$ cat src/rtl/serial_link.sv
// serial_link: full-duplex clock-forwarded serial link.
// Transmit side serialises a WIDTH-bit payload (MSB first, optional even
// parity bit appended) onto ser_clk_out/ser_data_out with flow control
// from peer_ready. Receive side synchronises ser_clk_in/ser_data_in,
// samples data on each rising edge of the forwarded clock and reports the
// frame, its parity status and inter-edge timeouts.
//
// Ports:
//   clk, rst          sole clock, async active-high reset
//   start, send_data  transmit request and payload
//   peer_ready        peer can accept bits
//   ser_clk_out       forwarded serial clock (low DIV, high DIV per bit)
//   ser_data_out      serial data, changes while ser_clk_out is low
//   ser_clk_in        serial clock from peer (asynchronous)
//   ser_data_in       serial data from peer (asynchronous)
//   ready_out         receiver ready, low only in the recv_valid cycle
//   tx_busy           frame in progress
//   tx_done           1-cycle pulse at end of frame
//   recv_data         last completed frame payload
//   recv_valid        1-cycle pulse when recv_data is updated
//   parity_err        parity status of the last frame
//   rx_timeout        1-cycle pulse when a partial frame is dropped
module serial_link #(
   parameter int unsigned WIDTH     = 256,
   parameter int unsigned DIV       = 4,
   parameter int unsigned PARITY_EN = 1,
   parameter int unsigned TIMEOUT   = 1024
) (
   input  logic             clk,
   input  logic             rst,
   input  logic             start,
   input  logic [WIDTH-1:0] send_data,
   input  logic             peer_ready,
   output logic             ser_clk_out,
   output logic             ser_data_out,
   input  logic             ser_clk_in,
   input  logic             ser_data_in,
   output logic             ready_out,
   output logic             tx_busy,
   output logic             tx_done,
   output logic [WIDTH-1:0] recv_data,
   output logic             recv_valid,
   output logic             parity_err,
   output logic             rx_timeout
);

   localparam int unsigned NBITS = WIDTH + PARITY_EN;
   localparam int unsigned BCW   = $clog2(NBITS + 1);
   localparam int unsigned PCW   = $clog2(2 * DIV);
   localparam int unsigned TCW   = $clog2(TIMEOUT + 1);

   typedef enum logic [1:0] {
      IDLE      = 2'd0,
      WAIT_PEER = 2'd1,
      SHIFT     = 2'd2,
      DONE      = 2'd3
   } tx_state_t;

   // ---------------------------------------------------------------
   // Transmit
   // ---------------------------------------------------------------
   tx_state_t        tx_state;
   logic [WIDTH:0]   tx_sr;       // payload followed by its parity bit
   logic [BCW-1:0]   tx_bit_cnt;  // bits fully sent in this frame
   logic [PCW-1:0]   phase_cnt;   // position inside the current bit

   // Bit timing: phase 0..DIV-1 clock low, DIV..2*DIV-1 clock high.
   // WAIT_PEER doubles as the mid-frame stall state: clock held low,
   // data held steady until peer_ready returns.
   always_ff @(posedge clk or posedge rst) begin
      if (rst) begin
         tx_state     <= IDLE;
         tx_sr        <= '0;
         tx_bit_cnt   <= '0;
         phase_cnt    <= '0;
         ser_clk_out  <= 1'b0;
         ser_data_out <= 1'b0;
         tx_busy      <= 1'b0;
         tx_done      <= 1'b0;
      end else begin
         tx_done <= 1'b0;
         case (tx_state)
            IDLE: begin
               if (start) begin
                  tx_sr      <= {send_data, ^send_data};
                  tx_bit_cnt <= '0;
                  tx_busy    <= 1'b1;
                  tx_state   <= WAIT_PEER;
               end
            end
            WAIT_PEER: begin
               ser_clk_out <= 1'b0;
               if (peer_ready) begin
                  ser_data_out <= tx_sr[WIDTH];
                  tx_sr        <= {tx_sr[WIDTH-1:0], 1'b0};
                  phase_cnt    <= '0;
                  tx_state     <= SHIFT;
               end
            end
            SHIFT: begin
               if (phase_cnt == PCW'(DIV - 1)) begin
                  ser_clk_out <= 1'b1;
                  phase_cnt   <= phase_cnt + 1'b1;
               end else if (phase_cnt == PCW'(2 * DIV - 1)) begin
                  // end of the high phase: bit complete
                  ser_clk_out <= 1'b0;
                  tx_bit_cnt  <= tx_bit_cnt + 1'b1;
                  if (tx_bit_cnt == BCW'(NBITS - 1)) begin
                     tx_done  <= 1'b1;
                     tx_state <= DONE;
                  end else if (peer_ready) begin
                     ser_data_out <= tx_sr[WIDTH];
                     tx_sr        <= {tx_sr[WIDTH-1:0], 1'b0};
                     phase_cnt    <= '0;
                  end else begin
                     tx_state <= WAIT_PEER;
                  end
               end else begin
                  phase_cnt <= phase_cnt + 1'b1;
               end
            end
            DONE: begin
               ser_data_out <= 1'b0;
               tx_busy      <= 1'b0;
               tx_state     <= IDLE;
            end
            default: begin
               tx_state <= IDLE;
            end
         endcase
      end
   end

   // ---------------------------------------------------------------
   // Receive
   // ---------------------------------------------------------------
   logic [2:0]       clk_sync;   // [1:0] synchroniser, [2] edge history
   logic [1:0]       data_sync;
   logic [WIDTH-1:0] rx_sr;
   logic [BCW-1:0]   rx_cnt;
   logic [TCW-1:0]   to_cnt;     // cycles since last rising edge
   logic             rx_rise;
   logic             rx_d;
   logic [WIDTH-1:0] rx_shifted;

   always_comb begin
      rx_rise    = clk_sync[1] & ~clk_sync[2];
      rx_d       = data_sync[1];
      rx_shifted = {rx_sr[WIDTH-2:0], rx_d};
   end

   // Sample on synchronised rising edges; drop partial frames on timeout.
   always_ff @(posedge clk or posedge rst) begin
      if (rst) begin
         clk_sync   <= '0;
         data_sync  <= '0;
         rx_sr      <= '0;
         rx_cnt     <= '0;
         to_cnt     <= '0;
         recv_data  <= '0;
         recv_valid <= 1'b0;
         parity_err <= 1'b0;
         rx_timeout <= 1'b0;
         ready_out  <= 1'b1;
      end else begin
         clk_sync   <= {clk_sync[1:0], ser_clk_in};
         data_sync  <= {data_sync[0], ser_data_in};
         recv_valid <= 1'b0;
         rx_timeout <= 1'b0;
         ready_out  <= 1'b1;
         if (rx_rise) begin
            to_cnt <= '0;
            if (rx_cnt == BCW'(NBITS - 1)) begin
               rx_cnt     <= '0;
               recv_valid <= 1'b1;
               ready_out  <= 1'b0;
               if (PARITY_EN != 0) begin
                  // payload already shifted in; this bit is the parity bit
                  recv_data  <= rx_sr;
                  parity_err <= rx_d ^ (^rx_sr);
               end else begin
                  recv_data  <= rx_shifted;
                  parity_err <= 1'b0;
               end
            end else begin
               rx_cnt <= rx_cnt + 1'b1;
               rx_sr  <= rx_shifted;
            end
         end else if (rx_cnt != '0) begin
            if (to_cnt == TCW'(TIMEOUT - 1)) begin
               rx_cnt     <= '0;
               to_cnt     <= '0;
               rx_timeout <= 1'b1;
            end else begin
               to_cnt <= to_cnt + 1'b1;
            end
         end else begin
            to_cnt <= '0;
         end
      end
   end

endmodule

$ cat config.mk
export PLATFORM = sky130hd
export DESIGN_NAME = serial_link
export DESIGN_NICKNAME = d
export VERILOG_FILES = /design/src/rtl/serial_link.sv
export SDC_FILE = /design/constraint.sdc
export NUM_CORES = 2
export LEC_CHECK = 0
export CORE_ASPECT_RATIO = 1.25
export CORE_UTILIZATION = 38
export CTS_CLUSTER_DIAMETER = 30
export CTS_CLUSTER_SIZE = 16
export DETAILED_ROUTE_END_ITERATION = 6
export SETUP_SLACK_MARGIN = 0.15
export SLEW_MARGIN = 20
export SYNTH_ARGS = -nofsm -noshare
export SYNTH_HDL_FRONTEND = slang
export SYNTH_SLANG_ARGS = --single-unit
$ cat constraint.sdc
create_clock -name clk -period 33.7 [get_ports clk]
set_clock_uncertainty 0.2 [all_clocks]
set_input_delay 3.37 -clock clk [delete_from_list [all_inputs] [get_ports clk]]
set_output_delay 3.37 -clock clk [all_outputs]
set_load 0.02 [all_outputs]
Word-level counts from Yosys, hierarchy flattened
Index checks and enable logic that the tools add are counted.
Storage, ports and cells
  word-level logic and storage cells: 113
  flip-flop bits (word level): 816
Operators by class
  mux-type cells: 50
  bitwise gates (word level): 4
  add/subtract/negate cells: 4
  reduce and logical (&&, ||, !) cells: 21
  equality and inequality tests: 16
Operators with widths (count)
  2-to-1 mux 257 bit: 5
  case mux 257 bit (3 select lines): 1
  parity 256 bit: 2
  2-to-1 mux 9 bit: 7
  2-to-1 mux 11 bit: 3
  adder 9 x 1 -> 9 bit, second input constant: 2
  equality test 9 bit, second input constant: 2
  2-to-1 mux 1 bit: 18
  case mux 9 bit (2 select lines): 1
  2-to-1 mux 2 bit: 6
  2-to-1 mux 3 bit: 4
  AND reduction 2 bit: 6
  adder 11 x 1 -> 11 bit, second input constant: 1
  equality test 11 x 10 -> 1 bit, second input constant: 1
  inequality test 2 bit, second input constant: 5
  AND reduction 5 bit: 2
  nonzero test 2 bit: 5
  nonzero test 9 bit: 1
  case mux 2 bit (4 select lines): 1
  AND reduction 4 bit: 2
  inequality test 3 bit, second input constant: 2
  case mux 3 bit (2 select lines): 1
  nonzero test 3 bit: 2
  equality test 2 bit, second input constant: 2
  other kinds (11): 13

Logic depth before layout (Yosys ltp)
  depth after elaboration: 5
  gate-level depth with buffers: 11

Worst setup path before layout
OpenSTA, ideal clock, no wires.
  path type: input to register
  start: input start
  end: register tx_sr[179]
  path slack: 28708 ps
  setup time: 133 ps
  data arrival time: 4659 ps
  cell stages on the path: 8
  cell sequence: inv_1 -> a21oi_1 -> nand3_1 -> buf_2 -> clkbuf_1 -> buf_1 -> nand2_1 -> o21ai_0
Between the ends
  word-level cells in the longest chain between the ends: 2
RTL lines
  start, declared: line 31  | input logic start,
  inequality test 2 bit (no source line)
  AND reduction 5 bit (no source line)
  end signal, assigned: line 85  | tx_sr <= {send_data, ^send_data};
  end signal, assigned: line 95  | tx_sr <= {tx_sr[WIDTH-1:0], 1'b0};
  end signal, assigned: line 113  | tx_sr <= {tx_sr[WIDTH-1:0], 1'b0};
  end, declared: line 63  | logic [WIDTH:0] tx_sr;
No other way between the ends.
A chain may end at the register's enable or synchronous reset.

==> impl_metrics.py <==
metrics = {
    "placed_design": {
        "placed_cell_area_sq_um": 43690,
        "dp_cells": 5133,
        "dp_hpwl_um": 65360,
        "place_congestion": 0.8119,
        "io_buffers": 525,
    },
    "detailed_routing": {
        "vias": 25600,
        "drt_first_iter_violations": 1341,
        "drc_errors": 0,
        "routedWlPerCell_um": 17.64,
        "vias_per_cell": 4.715,
        "wl_um": 95790,
        "drt_first_pass_iters": 5,
        "antenna_left": 0,
    },
    "sta": {
        "fmax_mhz": 154.8,
        "worstMarginPinSlew_ps": 1163,
        "fin_crit_sh_pct": 19.17,
        "final-setup-viol-count": 0,
        "hold_violations": 0,
        "slew_headroom_pct": 22.48,
        "period_needed_ps": 6462,
        "rsz0062_at_grt": "false",
        "fin_setup_tns_ps": 0,
        "finalMaxSlewViolations": 0,
        "timing.hold.ws_ps": 145.3,
    },
    "synth": {
        "synthAdderAreaFrac_pct": 0.4708,
        "synth_seq_cells": 816,
        "yosys_warnings": 0,
        "ys_seq_area_share_pct": 54.89,
        "synth_mux_area_share_pct": 14.69,
        "synth_cell_types": 35,
        "syn_inst": 3469,
        "yosys.area_share.simple_pct": 11.57,
        "synth-xor-area-share_pct": 12.49,
        "synthesis.nets": 3745,
        "netlist_area_sq_um": 37200,
        "synth_top_family_by_area": "multiplexers",
        "synth_compound_area_share_pct": 3.945,
        "avgSynthCellArea_sq_um": 10.72,
    },
    "clock_tree": {
        "clkLatencyLatePin_ps": 720,
        "ctsHoldBuffers": 0,
        "clkSinkCount": 816,
        "clk_pin_slew_worst_paths_ps": 50,
        "cts_made_buffers": 160,
        "root_buffer": "clkbuf_16",
        "post-cts-setup-buffers": 0,
        "cts_htree_levels": 4,
        "cts_buffer_depth": 3,
        "cts.repair.resized": 0,
        "cts_tree": "done",
    },
    "floorplan": {
        "ios": 526,
        "die_h_um": 351.8,
        "start_util_pct": 38.57,
        "dieArea_sq_um": 99170,
        "chipWidth_um": 281.9,
        "core-area_sq_um": 96450,
        "std_cell_rows": 127,
    },
    "power": {
        "power_switching_share_pct": 31.20,
        "power_frac_seq_pct": 31.5,
        "finalPower_mw": 3.950,
        "clockPowerShare_pct": 41.8,
        "p_int_mw": 2.718,
        "power_density_nw_per_um2": 79.94,
        "power_switching_mw": 1.233,
        "combPwrFrac_pct": 26.7,
        "ir_drop_v": 0.0001210,
        "leakage_nw": 23.46,
    },
    "min_path": {
        "hp-class": "register to register",
    },
    "setup_path": {
        "worst_ep_arrival_time_ps": 7010,
        "worst-setup-path-type": "primary input to async pin",
        "critPathCaptureType": "async pin",
        "cp-start-kind": "primary input",
        "path_max_fanout": 119,
        "worstPathRequired_ps": 34250,
    },
    "global_routing": {
        "use_met3_pct": 6.744,
        "grt_pass1_vias": 26240,
        "grt-ovfl-total": 0,
        "busiest_layer": "met2",
        "grt_start_max_net_pins": 275,
        "antenna_found_initial": 15,
        "met1_usage_pct": 24.82,
        "grt_pass1_wl_um": 150300,
        "use_met2_pct": 31.33,
        "grt_usage_pct": 19.58,
    },
    "cells_and_area": {
        "nNetsFinal": 4282,
        "layout_common_cells": "nand2_1, dfrtp_1, clkdlybuf4s50_1",
        "final_cells": 5430,
        "multi_input_area_sq_um": 16120,
        "post_route_cells_drive_above_1_share_pct": 13.59,
        "register_area_sq_um": 20420,
        "fill_cells": 8697,
        "area_delta_synth_final_pct": 32.83,
        "layout_commonest_cell": "nand2_1",
        "design_area_sq_um": 49420,
    },
    "status": {
        "outcome": "finished clean",
    },
    "run": {
        "max_cap_violations": 0,
    },
}
## path summary, 6_finish.rpt
kind                              startpoint             end  slack [ps]  cells after the start
worst max-delay path                     rst  recv_data[188]       27240                      5
max in group clk                       start      tx_sr[227]       27580                      7
worst min register to register   clk_sync[0]     clk_sync[1]         150                      0
worst min-delay path             clk_sync[0]     clk_sync[1]         150                      0
worst max register to register  phase_cnt[0]      tx_sr[227]       29630                      9
min in group asynchronous                rst   recv_data[59]        3050                      2
## layer usage
metal  vias up  wire [um]
met5         -        121
met4        20       2072
met3       157       7249
met2       641      45060
met1     12320      41290
li1      12460          -
## cell families after synthesis
logic type	after synthesis
simple gates	1120
mux	514
fa+ha+maj	14
xor+xnor	529
compound gates	289
flops	816
buf+inv	187
## through the flow
| step | setup WS (ps) | utilization, % |
|---|---|---|
| after global routing | 26700 | 51.23 |
| final | 27240 | 51.24 |
| after global placement | 26320 | 45.29 |
| after floorplan | 7213 | - |
| after detailed placement | 26310 | 45.29 |
| after CTS | 27090 | 51.19 |
## cell usage after synthesis
cell      count  share of area (%)
xnor2_1     452                 11
a21oi_1       6              0.081
clkbuf_1    143                1.4
dfstp_2       1              0.071
nand2_1    1050                 11
o221ai_1      1              0.024
inv_1        16               0.16
mux2i_1     257                6.9
a311oi_1      1              0.024
dfrtp_1     815                 55
o31ai_1       1              0.020
nand2b_1      3              0.050
buf_2        16               0.22
nor2b_1       2              0.034
or2_2         1              0.017
xor2_1       76                1.8
xnor3_1       1              0.061
and3_1        7               0.12
mux2_2      257                7.8
o21ai_1       3              0.040
o21a_1        2              0.040
nor4b_1       2              0.047
nor3_1        1              0.013
and2_1        2              0.034
a31oi_1       2              0.034
nor2_1       28               0.28
and4_1        2              0.047
ha_1         14               0.47
or3_1         2              0.034
nand3_1      10               0.13
nor4_1        1              0.017
o21ai_0     272                3.7
buf_1        12               0.12
a22o_1        1              0.024
nand4_1       9               0.15
## registers in the layout, summed over array words and instances (netlist names), 2 cells and up
register and cells:
rx_sr 256, recv_data 256, data_sync 2, clk_sync 3
tx_bit_cnt 9, phase_cnt 3, tx_state 2, rx_cnt 9
tx_sr 257, to_cnt 11
## critical path, stage by stage
cell and delay (ps):
clkdlybuf4s50_1 490, inv_8 620, buf_4 770, buf_4 810, buf_4 730
## power groups by stage
stage | logic, mW | clock network [mW] | registers, mW
5_1_grt | 1.18 | 1.74 | 1.26
6_report | 1.06 | 1.65 | 1.24
2_1_floorplan | 0.855 | 0 | 1.23
3_5_place_dp | 1.08 | 0 | 1.26
4_1_cts | 1.08 | 1.69 | 1.25
3_3_place_gp | 1.05 | 0 | 1.26
## layout make-up
class	instances	share of cell area, %
flip-flops and latches	816	41.32
multi-input cells	2466	32.62
repair buffers	546	11.14
clock buffers	204	9.140
well taps	1290	3.266
clock inverters	88	2.357
inverters	16	0.1367
diodes	4	0.02025
(Power assumes the default switching activity.)
